===== src/rtl/ctrl_unit_pipe.sv =====
// Registered ID-stage control unit: decodes {s, mode, op_code} into a one-entry held control word.
// Optional multi-cycle MUL sequencing when CTRL_UNIT_MUL_EN is defined.
//
// state    | meaning
// EMPTY    | no control word held, ready for input
// FULL     | control word held and presented with out_valid
// MUL_BUSY | MUL accepted, down-counter running before the word is presented
module ctrl_unit_pipe #(
  parameter int EXE_CMD_W  = 4,
  parameter int DEST_W     = 4,
  parameter int MUL_CYCLES = 4
) (
  input  logic                 clk,
  input  logic                 rst,
  input  logic                 flush,
  input  logic                 in_valid,
  output logic                 in_ready,
  input  logic                 in_s,
  input  logic [1:0]           in_mode,
  input  logic [3:0]           in_op_code,
  input  logic [DEST_W-1:0]    in_dest,
  output logic                 out_valid,
  input  logic                 out_ready,
  output logic [EXE_CMD_W-1:0] out_exe_cmd,
  output logic                 out_mem_r_en,
  output logic                 out_mem_w_en,
  output logic                 out_wb_en,
  output logic                 out_b,
  output logic                 out_s,
  output logic                 out_two_src,
  output logic [DEST_W-1:0]    out_dest,
  output logic                 busy
);

  typedef enum logic [1:0] {EMPTY, FULL, MUL_BUSY} state_t;

  localparam int CNT_W    = $clog2(MUL_CYCLES + 1);
  localparam int CNT_LOAD = (MUL_CYCLES > 1) ? MUL_CYCLES - 2 : 0;

  state_t           state_q, state_d;
  logic [CNT_W-1:0] cnt_q, cnt_d;
  logic             accept, load;

  logic [3:0] dec_exe;
  logic       dec_mem_r, dec_mem_w, dec_wb, dec_b, dec_two_src, dec_mul;

  logic [EXE_CMD_W-1:0] exe_q;
  logic                 mem_r_q, mem_w_q, wb_q, b_q, s_q, two_src_q;
  logic [DEST_W-1:0]    dest_q;

  always_comb begin
    dec_exe     = 4'b0000;
    dec_mem_r   = 1'b0;
    dec_mem_w   = 1'b0;
    dec_wb      = 1'b0;
    dec_b       = 1'b0;
    dec_two_src = 1'b1;
    dec_mul     = 1'b0;
    case (in_mode)
      2'b00: begin
        case (in_op_code)
          4'b1101: begin dec_exe = 4'b0001; dec_wb = 1'b1; dec_two_src = 1'b0; end
          4'b1111: begin dec_exe = 4'b1001; dec_wb = 1'b1; dec_two_src = 1'b0; end
          4'b0100: begin dec_exe = 4'b0010; dec_wb = 1'b1; end
          4'b0101: begin dec_exe = 4'b0011; dec_wb = 1'b1; end
          4'b0010: begin dec_exe = 4'b0100; dec_wb = 1'b1; end
          4'b0110: begin dec_exe = 4'b0101; dec_wb = 1'b1; end
          4'b0000: begin dec_exe = 4'b0110; dec_wb = 1'b1; end
          4'b1100: begin dec_exe = 4'b0111; dec_wb = 1'b1; end
          4'b0001: begin dec_exe = 4'b1000; dec_wb = 1'b1; end
          4'b1010: dec_exe = 4'b1100;
          4'b1000: dec_exe = 4'b1110;
`ifdef CTRL_UNIT_MUL_EN
          4'b1001: begin dec_exe = 4'b1011; dec_wb = 1'b1; dec_mul = 1'b1; end
`endif
          default: ;
        endcase
      end
      2'b01: begin
        dec_exe = 4'b1010;
        if (in_s) begin
          dec_mem_r = 1'b1;
          dec_wb    = 1'b1;
        end else begin
          dec_mem_w = 1'b1;
        end
      end
      2'b10: begin
        dec_b       = 1'b1;
        dec_two_src = 1'b0;
      end
      default: ;
    endcase
  end

  assign in_ready = ~rst & ((state_q == EMPTY) | ((state_q == FULL) & out_ready));
  assign accept   = in_valid & in_ready;
  assign load     = accept & ~flush;

  always_comb begin
    state_d = state_q;
    cnt_d   = cnt_q;
    case (state_q)
      EMPTY, FULL: begin
        if (accept) begin
          // a one-cycle MUL is indistinguishable from a normal op
          if (dec_mul && (MUL_CYCLES > 1)) begin
            state_d = MUL_BUSY;
            cnt_d   = CNT_W'(CNT_LOAD);
          end else begin
            state_d = FULL;
          end
        end else if ((state_q == FULL) && out_ready) begin
          state_d = EMPTY;
        end
      end
      MUL_BUSY: begin
        if (cnt_q == '0) state_d = FULL;
        else             cnt_d   = cnt_q - 1'b1;
      end
      default: state_d = EMPTY;
    endcase
    if (flush) begin
      state_d = EMPTY;
      cnt_d   = '0;
    end
  end

  always_ff @(posedge clk or posedge rst) begin
    if (rst) begin
      state_q   <= EMPTY;
      cnt_q     <= '0;
      exe_q     <= '0;
      mem_r_q   <= 1'b0;
      mem_w_q   <= 1'b0;
      wb_q      <= 1'b0;
      b_q       <= 1'b0;
      s_q       <= 1'b0;
      two_src_q <= 1'b0;
      dest_q    <= '0;
    end else begin
      state_q <= state_d;
      cnt_q   <= cnt_d;
      if (load) begin
        exe_q     <= EXE_CMD_W'(dec_exe);
        mem_r_q   <= dec_mem_r;
        mem_w_q   <= dec_mem_w;
        wb_q      <= dec_wb;
        b_q       <= dec_b;
        s_q       <= in_s;
        two_src_q <= dec_two_src;
        dest_q    <= in_dest;
      end
    end
  end

  // enables are masked outside FULL so EMPTY/MUL_BUSY present a bubble
  assign out_valid    = (state_q == FULL);
  assign out_exe_cmd  = exe_q;
  assign out_mem_r_en = mem_r_q & out_valid;
  assign out_mem_w_en = mem_w_q & out_valid;
  assign out_wb_en    = wb_q & out_valid;
  assign out_b        = b_q & out_valid;
  assign out_s        = s_q;
  assign out_two_src  = two_src_q;
  assign out_dest     = dest_q;

`ifdef CTRL_UNIT_MUL_EN
  assign busy = (state_q == MUL_BUSY);
`else
  assign busy = 1'b0;
`endif

endmodule

===== config.mk =====
export PLATFORM = sky130hd
export DESIGN_NAME = ctrl_unit_pipe
export DESIGN_NICKNAME = d
export VERILOG_FILES = /design/src/rtl/ctrl_unit_pipe.sv
export SDC_FILE = /design/constraint.sdc
export NUM_CORES = 1
export LEC_CHECK = 0
export ABC_AREA = 1
export BUFFER_PORTS_ARGS = -buffer_cell sky130_fd_sc_hd__buf_4
export CAP_MARGIN = 40
export CELL_PAD_IN_SITES_DETAIL_PLACEMENT = 1
export CELL_PAD_IN_SITES_GLOBAL_PLACEMENT = 1
export CORE_ASPECT_RATIO = 0.7
export CORE_MARGIN = 2
export CORE_UTILIZATION = 30
export CTS_BUF_LIST = sky130_fd_sc_hd__clkbuf_16
export DETAILED_ROUTE_END_ITERATION = 10
export GPL_ROUTABILITY_DRIVEN = 1
export PLACE_DENSITY_LB_ADDON = 0.1
export SLEW_MARGIN = 20
export SYNTH_ARGS = -nofsm -noshare
export SYNTH_HDL_FRONTEND = slang
export SYNTH_SLANG_ARGS = --single-unit

===== constraint.sdc =====
create_clock -name clk -period 3.25 [get_ports clk]
set_input_delay 0.1625 -clock clk [delete_from_list [all_inputs] [get_ports clk]]
set_output_delay 0.1625 -clock clk [all_outputs]
set_load 0.005 [all_outputs]

==> flow_summary.toml <==
[run_status]
status = "finished, final reports clean"

[grt]
grt_pass1_wl_um = 3620
grt-ovfl-total = 0
grt_util_all_layers = 0.162
first_global_vias = 724
grt_max_degree = 18
antenna_found_initial = 0

[clock_network]
cts_made_buffers = 3
post_cts_buffers = 0
cts-resized-gates = 0
clk_pin_slew_worst_paths_ns = 0.05
cts.sinks = 15
clk_path_buf_depth = 2
htreeDepth = 1
clk_latency_ns = 0.24
cts-root-buf = "clkbuf_16"
cts_tree = "yes"
hold_buffers = 0

[cells_and_area]
antenna_cells = 0
multi_input_area_um2 = 343
fillers = 325
layout.nets = 157
syn_to_final_growth_pct = 41.9
drive_gt1_frac = 0.300
regArea_um2 = 375

[power_and_ir_drop]
switching_share = 0.251
switching_power_uw = 147
clock_power_share = 0.407
vdd_drop_max_v = 0.000238
seq_power_share = 0.397
total_leakage_power_nw = 0.661
p_int_uw = 438
p_per_area_nw_per_um2 = 515
power.share.combinational = 0.197

[die]
fp.coreArea_um2 = 2500
die-area_um2 = 3100
rows = 15
fp.dieH_um = 47.2
initial_core_util = 0.320
io_pins = 33
die_w_um = 65.7

[logic_synthesis]
ys_types = 20
ys_seq_area_frac = 0.469
synth_area_um2 = 800
synthCells = 107
ys_ff_latch = 15
avgSynthCellArea_um2 = 7.47
synth_nets = 123
yosys_warnings = 0

[route]
routed-via-count = 774
wirelength_um = 2180
wl_per_cell_um = 12.5
drtIter0Drc = 19
drcViolationCount = 0
drt_pass1_iterations = 3
post_drt_via_cell_ratio = 4.45
ant_nets = 0

[sta]
finalMaxSlewViolations = 0
fmax_mhz = 762
finalSetupViolCount = 0
max_slew_margin = 0.594
finalCritPeriodShare = 0.404
hold_violations = 0
tightest_slew_ns = 0.609
fin_crit_ns = 1.31
finClkSkew_ns = 0.00187
fin_tns_setup_ns = 0
hold_ws_ns = 0.0216
grt_setup_unrepaired = "no"

[place]
dpl.hpwl_um = 1750
portBuffers = 31
place.gp.congestion = 0.842

[setup_path]
crit_fanout = 17
critPathKind = "flip-flop to flip-flop"
endpoint_kind = "flip-flop"
arrival_ns = 1.44
critPathRequiredTime_ns = 3.38
worstSetupStartpointType = "flip-flop"

[run]
max_cap_viol_count = 0

[worst_hold_path]
hold_class = "primary input to asynchronous set/reset pin"
==> layer usage <==
metal	vias up	track usage	routed length, um
met5	-	0	0
met4	0	0.0375	10
met3	2	0.0480	132
met2	21	0.240	981
met1	358	0.233	1050
li1	393	-	-
==> cell type report <==
class,instances,share of cell area
tap,34,0.0375
inverter,16,0.0551
sequential,15,0.331
clock buffer,3,0.0662
clock inverter,1,0.00331
multi-input combinational,74,0.302
timing repair buffer,31,0.205
==> Yosys cell counts, drive strengths merged <==
| master | number | area share |
|---|---|---|
| inv | 16 | 0.078 |
| nor2 | 11 | 0.055 |
| o21a | 1 | 0.0094 |
| nand3 | 3 | 0.019 |
| o21ai | 6 | 0.052 |
| buf | 2 | 0.023 |
| conb | 1 | 0.0047 |
| nand4 | 1 | 0.0078 |
| dfrtp | 15 | 0.47 |
| nand2 | 43 | 0.21 |
| nand3b | 1 | 0.0094 |
| a21oi | 5 | 0.045 |
| nor3 | 2 | 0.013 |
==> power groups by stage <==
stage	registers (mW)	clock network, mW	logic (mW)
finish	0.232	0.238	0.115
global route	0.236	0.253	0.131
CTS	0.232	0.243	0.118
detailed placement	0.234	0	0.117
global placement	0.235	0	0.113
floorplan	0.233	0	0.0511
==> flip-flops by register name (all words and copies together) (netlist names) <==
register,flops
state_q,1
b_q,1
mem_w_q,1
wb_q,1
out_dest,4
out_two_src,1
out_exe_cmd,4
out_s,1
mem_r_q,1
==> critical path: stages (launching register included) <==
cell,delay (ns)
dfrtp_1,0.47
a21oi_4,0.24
nand2_4,0.17
inv_4,0.14
nand2_2,0.07
o21a_1,0.11
==> cell families (layout without fill, tap and decap cells) <==
| group | after synthesis | count (layout) | share of synthesized area |
|---|---|---|---|
| AOI/OAI and AO/OA | 12 | 12 | 0.106 |
| buffers and inverters | 18 | 51 | 0.102 |
| DFF | 15 | 15 | 0.469 |
| other | 1 | 1 | 0.00469 |
| and+or+nand+nor | 61 | 61 | 0.318 |
==> worst paths after layout <==
path / from / end / slack [ns] / cells past startpoint
max: state_q[0]$_DFFE_PP0P_ / b_q$_DFFE_PP0P_ / 1.94 / 5
max reg2reg: state_q[0]$_DFFE_PP0P_ / b_q$_DFFE_PP0P_ / 1.94 / 5
min in group clk: in_dest[1] / out_dest[1]$_DFFE_PP0P_ / 0.12 / 3
min reg2reg: out_s$_DFFE_PP0P_ / out_s$_DFFE_PP0P_ / 0.48 / 2
min: rst / state_q[0]$_DFFE_PP0P_ / 0.02 / 2
max in group asynchronous: rst / b_q$_DFFE_PP0P_ / 2.83 / 2
==> cell usage in the layout (no fill, tap or decap), drive strengths merged <==
master / netlist / layout
nand3: 3 / 3
a21oi: 5 / 5
nor2: 11 / 11
dfrtp: 15 / 15
nand2: 43 / 43
nor3: 2 / 2
clkbuf: 0 / 3
o21ai: 6 / 6
conb: 1 / 1
buf: 2 / 31
inv: 16 / 17
o21a: 1 / 1
nand3b: 1 / 1
nand4: 1 / 1
==> metrics by stage <==
step / setup slack (ns) / power, mW / util / std cells / instance area (um2)
final: 1.94 / 0.584 / 0.455 / 174 / 1130
after global routing: 1.80 / 0.620 / 0.455 / 174 / 1130
after CTS: 1.92 / 0.593 / 0.455 / 174 / 1130
after detailed placement: 1.95 / 0.351 / 0.423 / 170 / 1060
after global placement: 2.02 / 0.348 / 0.423 / 170 / 1060
after floorplan: 2.12 / 0.284 / - / 107 / 800
Power figures use the tool's default switching activity.
